File: config.mk
export PLATFORM = sky130hd
export DESIGN_NAME = calc_frame_rx
export DESIGN_NICKNAME = d
export VERILOG_FILES = /design/src/rtl/calc_frame_rx.sv
export SDC_FILE = /design/constraint.sdc
export NUM_CORES = 1
export LEC_CHECK = 0
export CELL_PAD_IN_SITES_DETAIL_PLACEMENT = 0
export CELL_PAD_IN_SITES_GLOBAL_PLACEMENT = 2
export CORE_MARGIN = 1
export CORE_UTILIZATION = 40
export DETAILED_ROUTE_END_ITERATION = 8
export PLACE_DENSITY = 0.77
export SKIP_LAST_GASP = 1
export SLEW_MARGIN = 20
export SYNTH_ARGS = -nofsm -noshare
export SYNTH_HDL_FRONTEND = slang
export SYNTH_SLANG_ARGS = --single-unit
File: constraint.sdc
create_clock -name clk -period 2.14 [get_ports clk]
set_input_delay 0.535 -clock clk [delete_from_list [all_inputs] [get_ports clk]]
set_output_delay 0.535 -clock clk [all_outputs]
set_load 0.1 [all_outputs]
File: src/rtl/calc_frame_rx.sv
`timescale 1ns/1ps
// calc_frame_rx: assembles UART bytes into an {A, B, OP} command frame and
// presents it through a valid/ready output slot. The frame is big-endian per
// word, and an inter-byte timeout resynchronises the framer. Defining
// CALC_FRAME_CHECKSUM_EN adds a trailing XOR checksum byte (13-byte frames).
module calc_frame_rx #(
    parameter int TIMEOUT_CYCLES = 10400
) (
    input  logic        clk,
    input  logic        rst_n,
    input  logic [7:0]  byte_in,
    input  logic        byte_valid,
    output logic [31:0] cmd_a,
    output logic [31:0] cmd_b,
    output logic [3:0]  cmd_op,
    output logic        cmd_valid,
    input  logic        cmd_ready,
    output logic        err_timeout,
    output logic        err_overrun,
    output logic        err_checksum,
    output logic [3:0]  byte_count
);
`ifdef CALC_FRAME_CHECKSUM_EN
    localparam int FRAME_LEN = 13;
`else
    localparam int FRAME_LEN = 12;
`endif
    localparam int            IW       = $clog2(TIMEOUT_CYCLES + 1);
    localparam logic [IW-1:0] IDLE_MAX = IW'(TIMEOUT_CYCLES);
    localparam logic [3:0]    LAST_IDX = 4'(FRAME_LEN - 1);

    typedef enum logic {RECV, CHECK} state_t;

    state_t        state, state_next;
    logic [95:0]   shreg;
    logic [IW-1:0] idle_cnt;
    logic          last_byte, shift_en, timeout_hit, chk_bad;
    logic          load, overrun;

    // A strobe in the expiry cycle takes priority over the timeout.
    assign last_byte   = byte_valid && (byte_count == LAST_IDX);
    assign timeout_hit = (byte_count != 4'd0) && !byte_valid && (idle_cnt == IDLE_MAX);

`ifdef CALC_FRAME_CHECKSUM_EN
    logic [7:0] xor_acc;

    // The checksum byte is compared, never shifted into the operand register.
    assign shift_en = byte_valid && !last_byte;

    // Running XOR of bytes 0..11; the verdict is latched when byte 12 arrives.
    always_ff @(posedge clk or negedge rst_n) begin
        if (!rst_n) begin
            xor_acc <= 8'd0;
            chk_bad <= 1'b0;
        end else if (byte_valid) begin
            if (last_byte)
                chk_bad <= (xor_acc != byte_in);
            else if (byte_count == 4'd0)
                xor_acc <= byte_in;
            else
                xor_acc <= xor_acc ^ byte_in;
        end
    end

    // Checksum error pulse, one cycle after CHECK.
    always_ff @(posedge clk or negedge rst_n) begin
        if (!rst_n) err_checksum <= 1'b0;
        else        err_checksum <= (state == CHECK) && chk_bad;
    end
`else
    assign shift_en     = byte_valid;
    assign chk_bad      = 1'b0;
    assign err_checksum = 1'b0;
`endif

    // State register.
    always_ff @(posedge clk or negedge rst_n) begin
        if (!rst_n) state <= RECV;
        else        state <= state_next;
    end

    // Next state plus the CHECK-cycle decision: load the slot, or drop the frame.
    always_comb begin
        state_next = state;
        load       = 1'b0;
        overrun    = 1'b0;
        case (state)
            RECV:    if (last_byte) state_next = CHECK;
            CHECK: begin
                state_next = RECV;
                if (!chk_bad) begin
                    if (!cmd_valid || cmd_ready) load    = 1'b1;
                    else                         overrun = 1'b1;
                end
            end
            default: state_next = RECV;
        endcase
    end

    // Byte counter, shift register and inter-byte idle counter.
    always_ff @(posedge clk or negedge rst_n) begin
        if (!rst_n) begin
            byte_count <= 4'd0;
            shreg      <= 96'd0;
            idle_cnt   <= '0;
        end else begin
            if (shift_en) shreg <= {shreg[87:0], byte_in};
            if (byte_valid) begin
                byte_count <= last_byte ? 4'd0 : 4'(byte_count + 4'd1);
                idle_cnt   <= '0;
            end else if (byte_count == 4'd0 || timeout_hit) begin
                if (timeout_hit) byte_count <= 4'd0;
                idle_cnt <= '0;
            end else begin
                idle_cnt <= idle_cnt + IW'(1);
            end
        end
    end

    // Output slot: a CHECK reload wins over clearing on acceptance.
    always_ff @(posedge clk or negedge rst_n) begin
        if (!rst_n) begin
            cmd_a     <= 32'd0;
            cmd_b     <= 32'd0;
            cmd_op    <= 4'd0;
            cmd_valid <= 1'b0;
        end else if (load) begin
            cmd_a     <= shreg[95:64];
            cmd_b     <= shreg[63:32];
            cmd_op    <= shreg[3:0];
            cmd_valid <= 1'b1;
        end else if (cmd_valid && cmd_ready) begin
            cmd_valid <= 1'b0;
        end
    end

    // Single-cycle error pulses.
    always_ff @(posedge clk or negedge rst_n) begin
        if (!rst_n) begin
            err_timeout <= 1'b0;
            err_overrun <= 1'b0;
        end else begin
            err_timeout <= timeout_hit;
            err_overrun <= overrun;
        end
    end
endmodule

* After elaboration in Yosys (flattened, before gate mapping) *
Index checks and enable logic that the tools add are counted.

storage, ports and cells
  flip-flop bits (word level) = 186
  input port bits = 12
  output and inout bits = 76
  logic and storage cells = 43

operators by class
  $add $sub $neg = 2
  eq/ne operators = 2
  muxes and demuxes = 14
  bitwise operators = 1
  reductions and logical operators = 14

operators by type and width
  kind                                            count
  2-to-1 mux 14 bit                               2
  2-to-1 mux 4 bit                                4
  adder 14 x 1 -> 14 bit (second input constant)  1
  == test 14 bit (second input constant)          1
  2-to-1 mux 1 bit                                7
  nonzero test 2 bit                              3
  adder 4 x 1 -> 4 bit (second input constant)    1
  == test 4 bit (second input constant)           1
  logical AND 1 bit                               4
  logical NOT 4 bit                               1
  nonzero test 4 bit                              1
  logical NOT 1 bit                               2
  logical OR 1 bit                                2
  one-hot mux 1 bit (2 select lines)              1
  AND reduction 2 bit                             1
  NOT 1 bit                                       1

* Logic depth before layout (Yosys ltp) *
Gate-level depths: netlist of run 1.

  depth in word-level cells = 6
  depth in mapped cells = 6
  gate-level depth less buffers = 5

* Worst setup path after synthesis of run 1 *
Ideal clock, no wire load.

  path type = reg2reg
  from = register cmd_valid
  to = register cmd_a[11]
  library setup time = 0.126 ns
  arrival time = 2.009 ns
  data required time = 2.014 ns
  setup slack = 0.005 ns
  stages on the path, launching flop included = 6
  path buffers = 2
  clock period less this slack = 2.135 ns
  path through = dfrtp_1 nand2b_1 nand2_1 buf_2 buf_2 mux2_2

between the ends
  cells in the longest elaborated chain, start to end = 4

RTL lines
  what                    RTL line  RTL
  start, declared         16        output logic cmd_valid,
  start signal, assigned  126       cmd_valid <= 1'b0;
  start signal, assigned  131       cmd_valid <= 1'b1;
  start signal, assigned  133       cmd_valid <= 1'b0;
  logical NOT 1 bit       92        if (!cmd_valid || cmd_ready) load = 1'b1;
  logical OR 1 bit        92
  2-to-1 mux 1 bit        92
  2-to-1 mux 1 bit        87        case (state)
  end signal, assigned    128       cmd_a <= shreg[95:64];
  end, declared           13        output logic [31:0] cmd_a,

No other way between the ends.
A chain may end at the register's enable or synchronous reset.

* Worst setup path in the final report of run 1 *
  from = register byte_count[3]
  to = output byte_count[3]

RTL lines
  what                    RTL line  RTL
  start, declared         21        output logic [3:0] byte_count
  start signal, assigned  109       byte_count <= last_byte ? 4'd0 : 4'(byte_count + 4'd1);

No word-level cell between the ends.

==> metrics.txt, run 1 <==
run status=finished clean; Clk pin slew, worst setup/hold paths=approximately 70 ps; Startpoint Class=flip-flop; cell at the slowest stage of the critical path=dfrtp_1; Syn Inst Count=461; CTS Buf Count=17; synthesis-to-finish area growth=23.62%; Hold Vio Cnt, Final=0; WP data arrival=about 1200 ps; fin crit period=around 1700 ps; Routed WL per cell=~17 um; CP bufs+invs=1; worst-path fanout max=8; Iteration-0 DRC Markers=212; commonest non-fill, non-tap cell in the layout=dfrtp_1; Die Ht=around 140 um; vias in the first global route=about 4100; worst slew pin tran=between 500 and 600 ps; CP startpoint=byte_count[3]; initial antenna violation count=0; Post-synth top flop=dfrtp_1; f_max=about 600 MHz; Detail Route Antenna Nets=0; DRC=0; Clock Latency Late Sink=approximately 420 ps; r2r endpoint=idle_cnt[12]; RSZ-0062 raised after global routing=no; worst path cell trace=buf_12; DRT Pass-1 Iters=4; first-pass GRT wire length=between 20000 and 25000 um; pin count of the biggest net entering global routing=64; Worst Skew=slightly below 9 ps; HPWL Detailed=around 8700 um; post-CTS setup repair buffer count=0; CTS sink cnt=approximately 190; Root Buffer=clkbuf_16; Die ar.=18480 um^2; CTS Hold Buffers Added=0; total grt overflow=0; post_cts resized=0; Syn. warnings=0; Ant. Diodes=0; setup TNS=0 ps; die width=136.0 um; Post-Route WL=approximately 13000 um; CTS tree=yes; boundary pin count=88; Initial Util=about two fifths; Slowest Stage Delay on Critical Path=between 500 and 600 ps; met3 Use GR=~4.3%; share of cells above drive strength 1=around half; grt met1 use=between 20% and 30%; M2 GR Usage=about a quarter; most frequent cells in the layout=dfrtp_1 (186), mux2_2 (164), buf_4 (75); Core Footprint=between 15000 and 20000 um^2; Mapped Area=around 7200 um^2; final setup violation count=0; Reg2Reg Launch Point=idle_cnt[8]; IO Port Bufs=86; Synthesized Nets=477; fin crit share=79.91%; Worst Hold Class=primary input to asynchronous set/reset pin; row count=48; Final Max Tran Viols=0; total number of vias=3959; Max clock buf depth=2; Post-synth EDFFs=0; Async SR Flop Fraction=between 90% and 100%; GR peak layer=met2; Final nets=570; Slew HR=between 60% and 70%; via/cell ratio=around 5.0; CTS H-tree lvls=4; Max-cap violations=0; Worst R2R Path Depth=4; unique cell type count in the Yosys netlist=34; syn_area_per_cell=between 15 and 20 um^2; crit path kind=flip-flop to primary output; flop2flop setup slack=~460 ps; total track usage=between 15 and 20%; Placer Congestion=between 0.7 and 0.8; Seq cells post-synth=186; Crit. End Element=primary output; Seq/Total Area, Yosys=64.85%; Top delay family on crit path=flip-flops; Fillers=1507; Required @ worst endpoint=about 1600 ps
[Yosys cell counts, types with 2 or more instances]
cell      count  area, um^2
nor3_1        3       15.01
nor2_1       19       71.32
nand4_1       4       25.02
nor4_1        2       12.51
xor2_1        2       17.52
ha_1          4       50.05
xnor2_1      11       96.34
buf_6         2       22.52
mux2_2      164        1847
inv_1         7       26.28
nand2_1      11       41.29
nand3_1       5       25.02
clkbuf_1      2       7.510
dfrtp_1     186        4654
buf_2        16       80.08
nand3b_1      4       30.03
nor3b_1       2       15.01
[state kept, by name, summed over array words and instances, names as in the netlist, 4 cells and up]
register	cells
byte_count	4
cmd_a	32
cmd_b	32
cmd_op	4
idle_cnt	14
shreg	96
[worst max path at each step]
stage,endpoint,slack [ps],cells past startpoint
floorplan,cmd_a[11],5,5
CTS,byte_count[3],400,1
finish,byte_count[3],430,1
detailed placement,cmd_a[5],110,5
global placement,cmd_op[0],130,5
global route,idle_cnt[2],290,4
[worst reg2reg max path, stage by stage (launching register included)]
cell and delay, ps:
dfrtp_1 450, nor4b_1 340, nand3b_1 230, o211ai_4 430, nor2_1 100
[kinds of logic (layout without fill, tap and decap cells)]
kind of cell             after synthesis  count (layout)  share of synthesized area (%)
adder cells (fa/ha/maj)                4               4                         0.6974
AO/OA/AOI/OAI                          8               8                         0.9589
AND/OR/NAND/NOR                       57              57                          4.114
flip-flops                           186             186                          64.85
buffers and inverters                 28             134                          2.005
XOR/XNOR                              13              13                          1.586
multiplexers                         164             164                          25.73
other                                  1               1                        0.05225
[area by class of cell]
type	instances	area, um^2	area share (%)
Clock buffer	18	439.2	4.950
Clock inverter	14	217.7	2.454
Inverter	7	26.28	0.2962
Multi-Input combinational cell	247	2386	26.89
Sequential cell	186	4654	52.46
Tap cell	225	281.5	3.173
Timing Repair Buffer	95	867.1	9.773
[layer usage]
metal / part of all wire (%) / wire length (um) / vias up
li1: - / - / 1799
met1: 46 / 6033 / 2077
met2: 48 / 6289 / 72
met3: 4.7 / 616 / 11
met4: 1.1 / 139 / 0
met5: 0 / 0 / -
[per-stage QoR]
step	instances	hold slack (ps)	utilization [%]	setup slack, ps	cell area (um^2)
6_report	792	108.7	50.94	429.9	8872
5_1_grt	792	136.8	50.94	287.5	8872
4_1_cts	792	114.3	50.94	396.2	8872
3_5_place_dp	760	490.6	47.17	107.4	8215
3_3_place_gp	760	483.4	47.17	128.9	8215
2_1_floorplan	461	239.4	-	4.875	7177
Power of run 1 is not shown: default switching activity piles up to over one toggle a cycle in this logic, so the estimate is an artifact.
==> inputs of run 2 (changes only) <==
CORE_UTILIZATION = 36   (was 40)
PLACE_DENSITY = 0.73   (was 0.77)
clock period = 1.4 ns   (was 2.14 ns; I/O delays follow)
==> metrics.txt, run 2 (synthesis results as in run 1) <==
run status=finished with violations; failing checks=negative setup slack; total grt overflow=0 (unchanged); Hold Vio Cnt, Final=0 (unchanged); Comb power frac=a little under half; Die Ht=143.2 um (+5.3%); Startpoint Class=flip-flop; worst-path fanout max=8 (unchanged); Clk pin slew, worst setup/hold paths=60 ps (about the same); CTS tree=yes; Internal=approximately 0.015 W; clock group share of total power=20.3%; Root Buffer=clkbuf_16; largest registers=shreg: 96 flops, cmd_a: 32 flops, cmd_b: 32 flops; Placer Congestion=0.6948 (-3.4%); overall power=~0.026 W; vias in the first global route=4270 (+4.0%); max reg flops=96 (unchanged); Die ar.=20500 um^2 (+11%); IO Port Bufs=86 (unchanged); Largest Register=shreg; Ant. Diodes=0 (unchanged); fin crit share=110.7%; area of the multi-input gates=2504 um^2 (+4.9%); Required @ worst endpoint=1700 ps (+100 ps); total track usage=14.73% (-0.87 points); Max clock buf depth=2 (unchanged); Area after DPL=9447 um^2 (+15%); total number of vias=4171 (+5.4%); share of cells above drive strength 1=56.02% (+5.6 points); Max-cap violations=0 (unchanged); Core Footprint=19530 um^2 (+12%); fin util=54.20% (+3.3 points); pin count of the biggest net entering global routing=48 (-25%); CTS H-tree lvls=4 (unchanged); Worst Hold Class=primary input to flip-flop; post-layout instance area=10580 um^2 (+19%); Detail Route Antenna Nets=0 (unchanged); Reg area=4671 um^2 (+0.35%); f_max=roughly 650 MHz; crit path kind=flip-flop to flip-flop; worst setup margin=-149.8 ps (-579.7 ps); Fillers=1612 (+7.0%); Iteration-0 DRC Markers=131 (-38%); HPWL Detailed=9454 um (+8.3%); WP data arrival=1850 ps (+670 ps); Post-Route WL=14860 um (+14%); row count=51 (+6.3%); Clock Latency Late Sink=420 ps (about the same); DRC=0 (unchanged); first-pass GRT wire length=22740 um (+4.0%); most frequent cells in the layout=dfrtp_1 (179), mux2_2 (144), buf_12 (85); via/cell ratio=4.697 (-6.0%); final setup violation count=92 (+92); Crit. End Element=flip-flop; Flop pwr share=33.8%; boundary pin count=88 (unchanged); Sw Share=around 41%; fin crit period=roughly 1500 ps; commonest non-fill, non-tap cell in the layout=dfrtp_1; DRT Pass-1 Iters=5 (+1); Final Max Tran Viols=0 (unchanged); Leakage=about 4.8 nW; Cell Pwr Density=about 2500 nW/um^2; RSZ-0062 raised after global routing=yes; Peak VDD IR=1.919 mV; dpl ws=-351.1 ps (-458.5 ps); Net Sw Power=~0.011 W; initial antenna violation count=0 (unchanged); CTS Buf Count=17 (unchanged); synthesis-to-finish area growth=47.47%; CTS sink cnt=186 (unchanged); die width=143.2 um (+5.3%); Final nets=626 (+9.8%); Initial Util=36.76% (-4.5 points); Worst Skew=8.965 ps (+0.1494 ps); Routed WL per cell=16.73 um (+1.3%)
==> run 2: changes by cell type in the layout (fill, tap and decap cells not counted), sizes merged <==
cell,change
buf,+48
clkbuf,+6
inv,-2
bufinv,+1
clkinvlp,+1
dlygate4sd3,+1
nand2,+1
==> run 2: what timing repair did <==
action,4_1_cts,5_1_grt
cloned,0,11
hold endpoints to repair,22,0
hold buffers,1,0
gates resized for setup,2,11
setup endpoints to repair,56,156
pin swaps,3,0
setup buffers,12,12
==> run 2: critical path, cell delays in order (launching register included) <==
cell,delay (ps)
dfrtp_4,500
buf_6,130
nand2b_4,140
nand2_8,140
clkbuf_16,220
mux2_4,290
==> run 2: metrics by stage <==
stage	TNS [ps]	std cells	hold WS, ps
6_report	-8009	888	296.6
3_3_place_gp	-23810	820	270.7
2_1_floorplan	-4231	461	54.41
4_1_cts	-3261	865	271.5
3_5_place_dp	-24010	820	275.6
5_1_grt	-12830	888	274.5
==> run 2: cell type report <==
class / instances / share of cell area, %
clock buffer: 18 / 4.055
multi-input combinational: 248 / 23.66
clock inverter: 14 / 2.317
timing repair buffer: 150 / 22.46
inverter: 7 / 0.2483
sequential: 186 / 44.13
tap: 265 / 3.133
==> run 2: path summary, 6_finish.rpt <==
kind,startpoint,slack (ps),cells after the start,to
worst max-delay path,cmd_valid,-150,5,cmd_a[12]
worst min-delay path,byte_valid,300,2,byte_count[1]
worst max register to register,cmd_valid,-150,5,cmd_a[12]
worst min register to register,shreg[31],500,1,shreg[31]
max in group asynchronous,rst_n,440,3,cmd_a[5]
min in group asynchronous,rst_n,390,2,idle_cnt[11]
==> run 2: metal layers <==
metal | wire length [um] | GRT usage [%] | vias up
met5 | 0 | 0 | -
met4 | 120 | 4.244 | 0
met3 | 609 | 4.527 | 13
met2 | 7250 | 24.01 | 86
met1 | 6877 | 18.83 | 2161
li1 | - | - | 1911
==> run 2: power by group through the flow <==
stage | combinational (W) | sequential (W) | clock (W)
after floorplan | 0.00204 | 0.0138 | 0
after global placement | 0.0116 | 0.00904 | 0
after detailed placement | 0.0117 | 0.00908 | 0
after CTS | 0.0119 | 0.00895 | 0.00552
after global routing | 0.0125 | 0.00916 | 0.00574
final | 0.0121 | 0.00891 | 0.00537
Power figures use the tool's default switching activity.
==> inputs of run 3 (changes only) <==
HOLD_SLACK_MARGIN = 0.03   (was unset)
clock period = 1.3 ns   (was 1.4 ns; I/O delays follow)
==> metrics.txt, run 3 (synthesis results as in run 1) <==
run status=finished with violations; failing checks=negative setup slack; most frequent cells in the layout=dfrtp_1 (176), mux2_2 (141), buf_12 (88); Hold Vio Cnt, Final=0 (unchanged); Largest Register=shreg; Post-Route WL=14320 um (-3.7%); fin crit share=119.1% (+8.4 points); setup TNS=-18000 ps (-9995 ps); worst path cell trace=nand4b_1 -> or4_4 -> o21a_1 -> a21o_1; total track usage=14.89% (+0.16 points); Clk pin slew, worst setup/hold paths=70 ps (about the same); Stages on worst setup path=4 (-1); CTS sink cnt=186 (unchanged); via/cell ratio=4.672 (-0.53%); CP startpoint=idle_cnt[12]; CTS H-tree lvls=4 (unchanged); Required @ worst endpoint=1610 ps (-90 ps); Worst Skew=9.329 ps (+0.3633 ps); total number of vias=4191 (+0.48%); first-pass GRT wire length=23290 um (+2.5%); Clock Latency Late Sink=430 ps (about the same); Reg2Reg Launch Point=idle_cnt[12]; Cell Pwr Density=2601 nW/um^2 (+4.4%); CTS Buf Count=17 (unchanged); initial antenna violation count=0 (unchanged); Die Ht=143.2 um (unchanged); f_max=645.6 MHz (about the same); Max-cap violations=0 (unchanged); Final Max Tran Viols=0 (unchanged); Worst setup endpoint=byte_count[2]; CP bufs+invs=0 (-2); DRT Pass-1 Iters=4 (-1); Crit. End Element=flip-flop; share of cells above drive strength 1=57.12% (+1.1 points); post-layout instance area=10590 um^2 (about the same); Hold Crit Start=byte_valid; Root Buffer=clkbuf_16; Sw Share=42.98% (+1.7 points); cell at the slowest stage of the critical path=or4_4; area of the multi-input gates=2524 um^2 (+0.80%); die width=143.2 um (unchanged); final setup violation count=162 (+76%); flop2flop setup slack=-250 ps (-100 ps); Flop pwr share=34.8% (+1.0 points); Net Sw Power=0.01184 W (+8.7%); row count=51 (unchanged); Leakage=4.845 nW (+0.17%); commonest non-fill, non-tap cell in the layout=dfrtp_1; clock group share of total power=17.5% (-2.8 points); Slowest Stage Delay on Critical Path=470 ps (-30 ps); synthesis-to-finish area growth=47.61% (about the same); Worst Hold Class=primary input to flip-flop; DRC=0 (unchanged); Detail Route Antenna Nets=0 (unchanged); Fillers=1662 (+3.1%); pin count of the biggest net entering global routing=34 (-29%); worst-path fanout max=3 (-5); HPWL Detailed=9581 um (+1.3%); Placer Congestion=0.7780 (+12%); boundary pin count=88 (unchanged); Initial Util=36.76% (unchanged); Ant. Diodes=0 (unchanged); Hold Path Depth=3 (+1); crit path kind=flip-flop to flip-flop; Comb power frac=47.7% (+1.8 points); fin crit period=1549 ps (-0.8720 ps); WP data arrival=1860 ps (about the same); CTS tree=yes; Reg area=4674 um^2 (about the same); RSZ-0062 raised after global routing=yes; Core Footprint=19530 um^2 (unchanged); vias in the first global route=4432 (+3.8%); Worst R2R Path Depth=4 (-1); Peak VDD IR=1.761 mV (-8.2%); Final nets=635 (+1.4%); total grt overflow=0 (unchanged); Max clock buf depth=2 (unchanged); largest registers=shreg: 96 flops, cmd_a: 32 flops, cmd_b: 32 flops; IO Port Bufs=86 (unchanged); Internal=0.01571 W (+1.5%); fin util=54.25% (about the same); Routed WL per cell=15.96 um (-4.6%); Startpoint Class=flip-flop; worst setup margin=-248.9 ps (-99.13 ps); r2r endpoint=byte_count[2]; Top delay family on crit path=simple AND/OR/NAND/NOR gates; Die ar.=20500 um^2 (unchanged); Area after DPL=9597 um^2 (+1.6%); max reg flops=96 (unchanged); Iteration-0 DRC Markers=152 (+16%)
-- run 3: how the worst min path moves through the flow --
stage                    endpoint  slack, ps
finish              byte_count[0]        310
CTS                 byte_count[1]        300
detailed placement    err_timeout        270
global placement      err_timeout        270
global route        byte_count[0]        300
floorplan           byte_count[2]         30
-- run 3: worst reg2reg max path: cells and delay by family (launching register included) --
family             cells  cell delay, ps
AOI/OAI and AO/OA      2             410
DFF                    1             370
and+or+nand+nor        2             660
-- run 3: area by class of cell --
cell class,instances,area share [%]
sequential,186,44.12
multi-input combinational,248,23.82
timing repair buffer,159,23.46
clock buffer,19,4.181
tap,265,3.130
clock inverter,13,1.039
inverter,7,0.2480
-- run 3: timing repair --
item | CTS | global route
hold buffers | 1 | 0
setup buffers | 20 | 4
cloned | 3 | 5
setup endpoints to repair | 98 | 162
gates resized for setup | 13 | 9
pin swaps | 3 | 2
hold endpoints to repair | 25 | 0
-- run 3: stage by stage --
step	worst slack, ps	std cells	total power (W)	hold slack (ps)
CTS	-271.5	888	0.02776	298.2
global route	-325.8	897	0.02864	303.9
global placement	-416.7	833	0.02236	271.7
detailed placement	-444.1	833	0.02252	271.4
finish	-248.9	897	0.02755	311.2
floorplan	-228.8	461	0.01715	29.41
-- run 3: per-layer routing --
metal  part of all wire [%]  global-route usage, %
met5                      0                      0
met1                     47                  20.02
met3                    2.9                  3.286
met2                     49                  23.70
met4                    1.0                  5.207
-- run 3: power by group through the flow --
stage	Combinational [W]	Clock, W	Sequential [W]
after floorplan	0.00223	0	0.0149
after detailed placement	0.0128	0	0.00974
after CTS	0.0131	0.00498	0.00964
after global placement	0.0127	0	0.00970
final	0.0131	0.00482	0.00960
after global routing	0.0136	0.00521	0.00987
